$ cat config.mk
export PLATFORM = sky130hd
export DESIGN_NAME = level_limiter
export DESIGN_NICKNAME = d
export VERILOG_FILES = /design/src/rtl/level_limiter_pkg.sv /design/src/rtl/level_limiter_sat.sv /design/src/rtl/level_limiter.sv
export SDC_FILE = /design/constraint.sdc
export NUM_CORES = 1
export LEC_CHECK = 0
export CORE_MARGIN = 2
export CORE_UTILIZATION = 40
export CTS_CLUSTER_DIAMETER = 80
export CTS_CLUSTER_SIZE = 20
export DETAILED_ROUTE_END_ITERATION = 10
export PLACE_DENSITY = 0.79
export SLEW_MARGIN = 10
export SYNTH_ARGS = -nofsm -noshare
export SYNTH_HDL_FRONTEND = slang
export SYNTH_SLANG_ARGS = --single-unit
$ cat constraint.sdc
create_clock -name i_clk -period 0.9 [get_ports i_clk]
set_input_delay 0.27 -clock i_clk [delete_from_list [all_inputs] [get_ports i_clk]]
set_output_delay 0.27 -clock i_clk [all_outputs]
set_load 0.01 [all_outputs]
$ cat src/rtl/level_limiter_pkg.sv
// Shared constants and limit-value helper for the level limiter.
package level_limiter_pkg;

   localparam int CLIP_COUNT_WIDTH = 32;

   // Returns MAX (want_min=0) or MIN (want_min=1) of a limit_bits signed range,
   // two's-complement encoded in the low data_width bits.
   function automatic logic [31:0] limit_value(input int data_width, input int limit_bits,
                                               input logic want_min);
      logic [63:0] full;
      logic [63:0] mask;
      full = 64'd1 << (limit_bits - 1);
      full = want_min ? (~full + 64'd1) : (full - 64'd1);
      mask = (64'd1 << data_width) - 64'd1;
      return 32'(full & mask);
   endfunction

endpackage

$ cat src/rtl/level_limiter_sat.sv
// Combinational signed saturator: clamps a sample to LIMIT_NUMBER_OF_BITS signed range.
module level_limiter_sat
   import level_limiter_pkg::*;
#(
   parameter int DATA_WIDTH           = 24,
   parameter int LIMIT_NUMBER_OF_BITS = 16
) (
   input  logic signed [DATA_WIDTH-1:0] sample,
   output logic signed [DATA_WIDTH-1:0] limited,
   output logic                         clip_pos,
   output logic                         clip_neg
);

   generate
      if (LIMIT_NUMBER_OF_BITS == DATA_WIDTH) begin : g_pass
         assign limited  = sample;
         assign clip_pos = 1'b0;
         assign clip_neg = 1'b0;
      end else begin : g_sat
         localparam logic [DATA_WIDTH-1:0] MAX_VAL =
            DATA_WIDTH'(limit_value(DATA_WIDTH, LIMIT_NUMBER_OF_BITS, 1'b0));
         localparam logic [DATA_WIDTH-1:0] MIN_VAL =
            DATA_WIDTH'(limit_value(DATA_WIDTH, LIMIT_NUMBER_OF_BITS, 1'b1));

         // In range exactly when the discarded bits all repeat the new sign bit.
         logic [DATA_WIDTH-LIMIT_NUMBER_OF_BITS:0] top_bits;
         logic                                     in_range;
         assign top_bits = sample[DATA_WIDTH-1:LIMIT_NUMBER_OF_BITS-1];
         assign in_range = (&top_bits) | ~(|top_bits);

         always_comb begin
            limited  = sample;
            clip_pos = 1'b0;
            clip_neg = 1'b0;
            if (!in_range) begin
               if (sample[DATA_WIDTH-1]) begin
                  limited  = MIN_VAL;
                  clip_neg = 1'b1;
               end else begin
                  limited  = MAX_VAL;
                  clip_pos = 1'b1;
               end
            end
         end
      end
   endgenerate

endmodule

$ cat src/rtl/level_limiter.sv
// Registered signed level limiter with clip flags.
// Optional saturating clip counter enabled by LEVEL_LIMITER_CLIP_COUNT_EN.
module level_limiter
   import level_limiter_pkg::*;
#(
   parameter int DATA_WIDTH           = 24,
   parameter int LIMIT_NUMBER_OF_BITS = 16
) (
   input  logic                               i_clk,
   input  logic                               i_reset,
   input  logic signed [DATA_WIDTH-1:0]       iS_data,
   input  logic                               i_valid,
`ifdef LEVEL_LIMITER_CLIP_COUNT_EN
   input  logic                               i_clip_count_clear,
   output logic [CLIP_COUNT_WIDTH-1:0]        o_clip_count,
`endif
   output logic signed [DATA_WIDTH-1:0]       oS_data,
   output logic                               o_valid,
   output logic                               o_clip_pos,
   output logic                               o_clip_neg
);

   generate
      if (DATA_WIDTH < 2 || DATA_WIDTH > 32 ||
          LIMIT_NUMBER_OF_BITS < 2 || LIMIT_NUMBER_OF_BITS > DATA_WIDTH) begin : g_bad_params
         $error("level_limiter: illegal DATA_WIDTH/LIMIT_NUMBER_OF_BITS combination");
      end
   endgenerate

   logic signed [DATA_WIDTH-1:0] sat_data;
   logic                         sat_pos;
   logic                         sat_neg;

   level_limiter_sat #(
      .DATA_WIDTH          (DATA_WIDTH),
      .LIMIT_NUMBER_OF_BITS(LIMIT_NUMBER_OF_BITS)
   ) u_sat (
      .sample  (iS_data),
      .limited (sat_data),
      .clip_pos(sat_pos),
      .clip_neg(sat_neg)
   );

   // Data and flags hold across invalid cycles; only o_valid tracks i_valid.
   always_ff @(posedge i_clk or posedge i_reset) begin
      if (i_reset) begin
         oS_data    <= '0;
         o_valid    <= 1'b0;
         o_clip_pos <= 1'b0;
         o_clip_neg <= 1'b0;
      end else begin
         o_valid <= i_valid;
         if (i_valid) begin
            oS_data    <= sat_data;
            o_clip_pos <= sat_pos;
            o_clip_neg <= sat_neg;
         end
      end
   end

`ifdef LEVEL_LIMITER_CLIP_COUNT_EN
   logic [CLIP_COUNT_WIDTH-1:0] clip_count;

   always_ff @(posedge i_clk or posedge i_reset) begin
      if (i_reset) begin
         clip_count <= '0;
      end else if (i_clip_count_clear) begin
         clip_count <= '0;
      end else if (i_valid && (sat_pos || sat_neg) && (clip_count != '1)) begin
         clip_count <= clip_count + 1'b1;
      end
   end

   assign o_clip_count = clip_count;
`endif

endmodule

Yosys cells after proc, flatten, opt, wreduce, memory -nomap -nowiden
Cells that the tools add are included.
{ "op_classes": {"muxes": 6, "bitwise_logic": 2, "reduce_logical": 2} }
{ "ops": {"columns": ["cell", "count"], "rows": [
  ["$mux 24", 2],
  ["$reduce_and 9->1", 1],
  ["$reduce_or 9->1", 1],
  ["$mux 1", 4],
  ["$not 1->1", 1],
  ["$or 1x1->1", 1]
]} }
{ "word_totals": {"reg_bits": 27, "output_inout_bits": 27, "elab_cells": 14} }

Logic depth before layout (Yosys ltp)
{ "logic_depth": {"ltp_word": 4, "depth_mapped": 5, "ltp_nobuf": 3} }

Cells and area by module
A second synthesis with hierarchy kept.
{ "unflattened": {"cells_unflattened": 110, "hier_area_um2": 1432.6} }
{ "by_module_without_submodules": {"columns": ["module", "n_inst", "cells_per_inst", "area_per_inst_um2", "seq_area_each_um2"], "rows": [
  ["level_limiter", 1, 57, 1098.6, 675.6],
  ["level_limiter_sat", 1, 53, 334.1, 0.0]
]} }

Least setup slack after synthesis
OpenSTA, ideal clock, no wires.
{ "synth_timing": {"kind": "input to register", "from": "input iS_data[20]", "to": "register oS_data[1]", "setup_ns": 0.142, "arrival_time_ns": 0.952, "required_time_ns": 0.758, "slack_ns": -0.194, "stages": 4, "n_path_buf": 1, "cell_sequence": "nor4_1 a211o_2 buf_6 o221ai_1"} }
{ "synth_between": {"elab_chain_len": 4, "word_cells_on_any_way": 5, "classes_between": "1 x mux; 2 x bitwise; 2 x reduce/logical"} }
{ "synth_rtl": {"columns": ["element", "line_no", "text"], "rows": [
  ["start, declared", "level_limiter.sv:11", "input logic signed [DATA_WIDTH-1:0] iS_data,"],
  ["$reduce_or 9->1", "level_limiter_sat.sv:29", "assign in_range = (&top_bits) | ~(|top_bits);"],
  ["$not 1->1", "level_limiter_sat.sv:29", null],
  ["$or 1x1->1 (*)", "level_limiter_sat.sv:29", null],
  ["$mux 24 (*)", "level_limiter_sat.sv:35", "if (!in_range) begin"],
  ["end signal, assigned", "level_limiter.sv:54", "oS_data <= sat_data;"],
  ["end, declared", "level_limiter.sv:17", "output logic signed [DATA_WIDTH-1:0] oS_data,"]
]} }
Mark *: on every way between the ends. The rest lies on a longest branch, timed or not.
A chain may end at the register's enable or synchronous reset.

Worst setup path in the final report
{ "layout_timing": {"from": "register oS_data[1]", "to": "output oS_data[1]"} }
No word-level cell between the ends.

==> impl_metrics.json <==
{
  "run_status": "finished with violations",
  "violations": "negative setup slack",
  "synth_nets": 145,
  "min_path_type": "input port to flop",
  "r2r_cells": 4,
  "wl_per_cell_um": 16.34,
  "worstSetupStartpointType": "flop",
  "synth_top_area_frac": 0.5739,
  "grt_pass1_vias": 1261,
  "tightest_slew_ps": 310.3,
  "drt-total-wl_um": 3742,
  "numCtsBuffers": 3,
  "area_growth_pct": 76.51,
  "num-fill-cells": 205,
  "grt_start_max_net_pins": 28,
  "first_pass_iters": 4,
  "clk_path_buf_depth": 2,
  "period_needed_ps": 1148,
  "hold_violations": 0,
  "ir_drop_mv": 1.330,
  "slew_headroom": 0.7931,
  "antenna_found_initial": 0,
  "drtAntennaViolNets": 0,
  "gp_congestion": 0.8913,
  "initial_core_util": 0.4233,
  "power.density_nw_per_um2": 1352,
  "drt_iter0_markers": 38,
  "port_buffers": 53,
  "p_leak_nw": 0.9966,
  "maxCapViolCount": 0,
  "crit_required_ps": 630,
  "path_class": "flop to output pin",
  "path_cells": "buf_2",
  "holdWs_ps": 200.9,
  "cts_sinks": 27,
  "clk_pin_slew_worst_paths_ps": 140,
  "synth_cells": 118,
  "skew_ps": 0,
  "syn_avg_cell_area_um2": 9.978,
  "fin_setup_tns_ps": -6257,
  "fin_crit_sh": 1.275,
  "cts_root_buffer": "clkbuf_4",
  "cp_slowest_cell": "dfrtp_1",
  "die_w_um": 58.26,
  "vias": 1226,
  "cts_hold_buf": 0,
  "worst_slack_ps": -247.7,
  "rrSetupSlack_ps": 10,
  "yosysWarnings": 0,
  "ys_seq_elements": 27,
  "crit_path_max_fanout": 2,
  "whs_path_depth": 3,
  "drv_slew": 0,
  "rsz0062_at_grt": "yes",
  "row_count": 19,
  "viasPerCell": 5.354,
  "drc": 0,
  "antenna_cells": 0,
  "ctsHtreeMaxLevel": 1,
  "core_area_um2": 2781,
  "crit_cells": 1,
  "synth-seq-area-share": 0.5739,
  "ios": 54,
  "clock_latency_ps": 320,
  "dpl.hpwl_um": 2318,
  "cts_tree": "yes",
  "netlist.top_cell.by_area": "dfrtp_1",
  "synth_cell_types": 18,
  "nets": 226,
  "crit_family": "flip-flops",
  "drive_above_1_share": 0.5000,
  "syn-cell-area_um2": 1177,
  "die_y_um": 58.26,
  "synth_area_leaders": "dfrtp_1 57%, o221ai_1 11%, nand2_1 7.3%",
  "gr-total-overflow": 0,
  "end_kind": "output pin",
  "fmax_ghz": 0.8713,
  "dieArea_um2": 3394,
  "max_stage_delay_ps": 410,
  "setup_viol": 32,
  "critPathArrivalTime_ps": 880,
  "track_usage": 0.2313,
  "crit_buf_inv": 1,
  "grt_pass1_wl_um": 5899
}
-- sequential cells by signal, indices dropped and copies added, names as in the netlist --
| signal | cells |
|---|---|
| oS_data | 24 |
| o_clip_neg | 1 |
| o_clip_pos | 1 |
| o_valid | 1 |
-- final cells by class --
| type | count | area [µm²] | share of cell area |
|---|---|---|---|
| Multi-Input combinational cell | 66 | 570.5 | 0.2745 |
| Inverter | 19 | 73.82 | 0.03552 |
| Timing Repair Buffer | 82 | 693.2 | 0.3335 |
| Sequential cell | 27 | 675.6 | 0.3251 |
| Clock buffer | 4 | 26.28 | 0.01264 |
| Tap cell | 31 | 38.79 | 0.01866 |
-- path summary, 6_finish.rpt --
kind	from	to
worst max-delay path	oS_data[1]	oS_data[1]
worst min-delay path	iS_data[19]	oS_data[19]
worst max register to register	oS_data[22]	oS_data[22]
worst min register to register	oS_data[20]	oS_data[20]
max in group asynchronous	i_reset	oS_data[23]
min in group asynchronous	i_reset	oS_data[3]
-- metrics by stage --
stage | instance area, µm² | cells | util | total power [mW] | setup slack, ps
2_1_floorplan | 1280 | 118 | - | 1.761 | -171.5
3_3_place_gp | 1916 | 208 | 0.6887 | 2.234 | -763.3
3_5_place_dp | 1916 | 208 | 0.6887 | 2.262 | -840.9
4_1_cts | 1972 | 220 | 0.7090 | 2.716 | -247.1
5_1_grt | 2078 | 229 | 0.7472 | 2.964 | -301.1
6_report | 2078 | 229 | 0.7472 | 2.809 | -247.7
-- cells in the mapped netlist --
master / instances
dfrtp_1: 27
o21ai_0: 1
mux2_2: 1
nand2_1: 23
o21a_1: 1
inv_1: 18
buf_6: 2
o221ai_1: 15
nand4_1: 2
buf_2: 1
inv_4: 1
clkbuf_1: 4
nand3_1: 16
buf_4: 1
o21ai_2: 1
a211o_2: 1
o211ai_2: 1
nor4_1: 2
-- timing repair --
| action | in CTS | in global routing |
|---|---|---|
| endpoints found under the hold margin | 0 | 0 |
| pin swaps | 9 | 7 |
| cloned | 3 | 0 |
| buffers inserted | 5 | 9 |
| gates resized for setup | 168 | 12 |
| setup endpoints to repair | 53 | 48 |
-- layout by cell type, fill, tap and decap left out, types with 3 or more instances in the layout --
master / Yosys / layout
buf_2: 1 / 26
buf_4: 1 / 25
buf_6: 2 / 7
buf_8: 0 / 4
clkbuf_4: 0 / 3
clkdlybuf4s50_1: 0 / 16
dfrtp_1: 27 / 27
inv_1: 18 / 15
inv_2: 0 / 3
nand2_1: 23 / 23
nand3_1: 16 / 13
nand3_2: 0 / 3
o221ai_2: 0 / 15
-- layer usage --
layer,GRT usage,vias to the layer above,part of all wire
li1,-,580,-
met1,0.2878,598,0.38
met2,0.4172,44,0.56
met3,0.04241,4,0.045
met4,0.04983,0,0.012
met5,0,-,0
-- kinds of logic after synthesis --
family / share of synthesized area
compound gates: 0.1488
buf+inv: 0.1052
flops: 0.5739
mux: 0.009564
simple gates: 0.1626
-- report_power, final --
| part | internal (mW) | switching (mW) | leakage [nW] | total, mW |
|---|---|---|---|---|
| clock | 0.173 | 0.333 | 0.0150 | 0.507 |
| combinational | 0.476 | 0.422 | 0.668 | 0.898 |
| sequential | 1.34 | 0.0680 | 0.314 | 1.40 |
| total | 1.99 | 0.824 | 0.997 | 2.81 |
(Power assumes the default switching activity.)
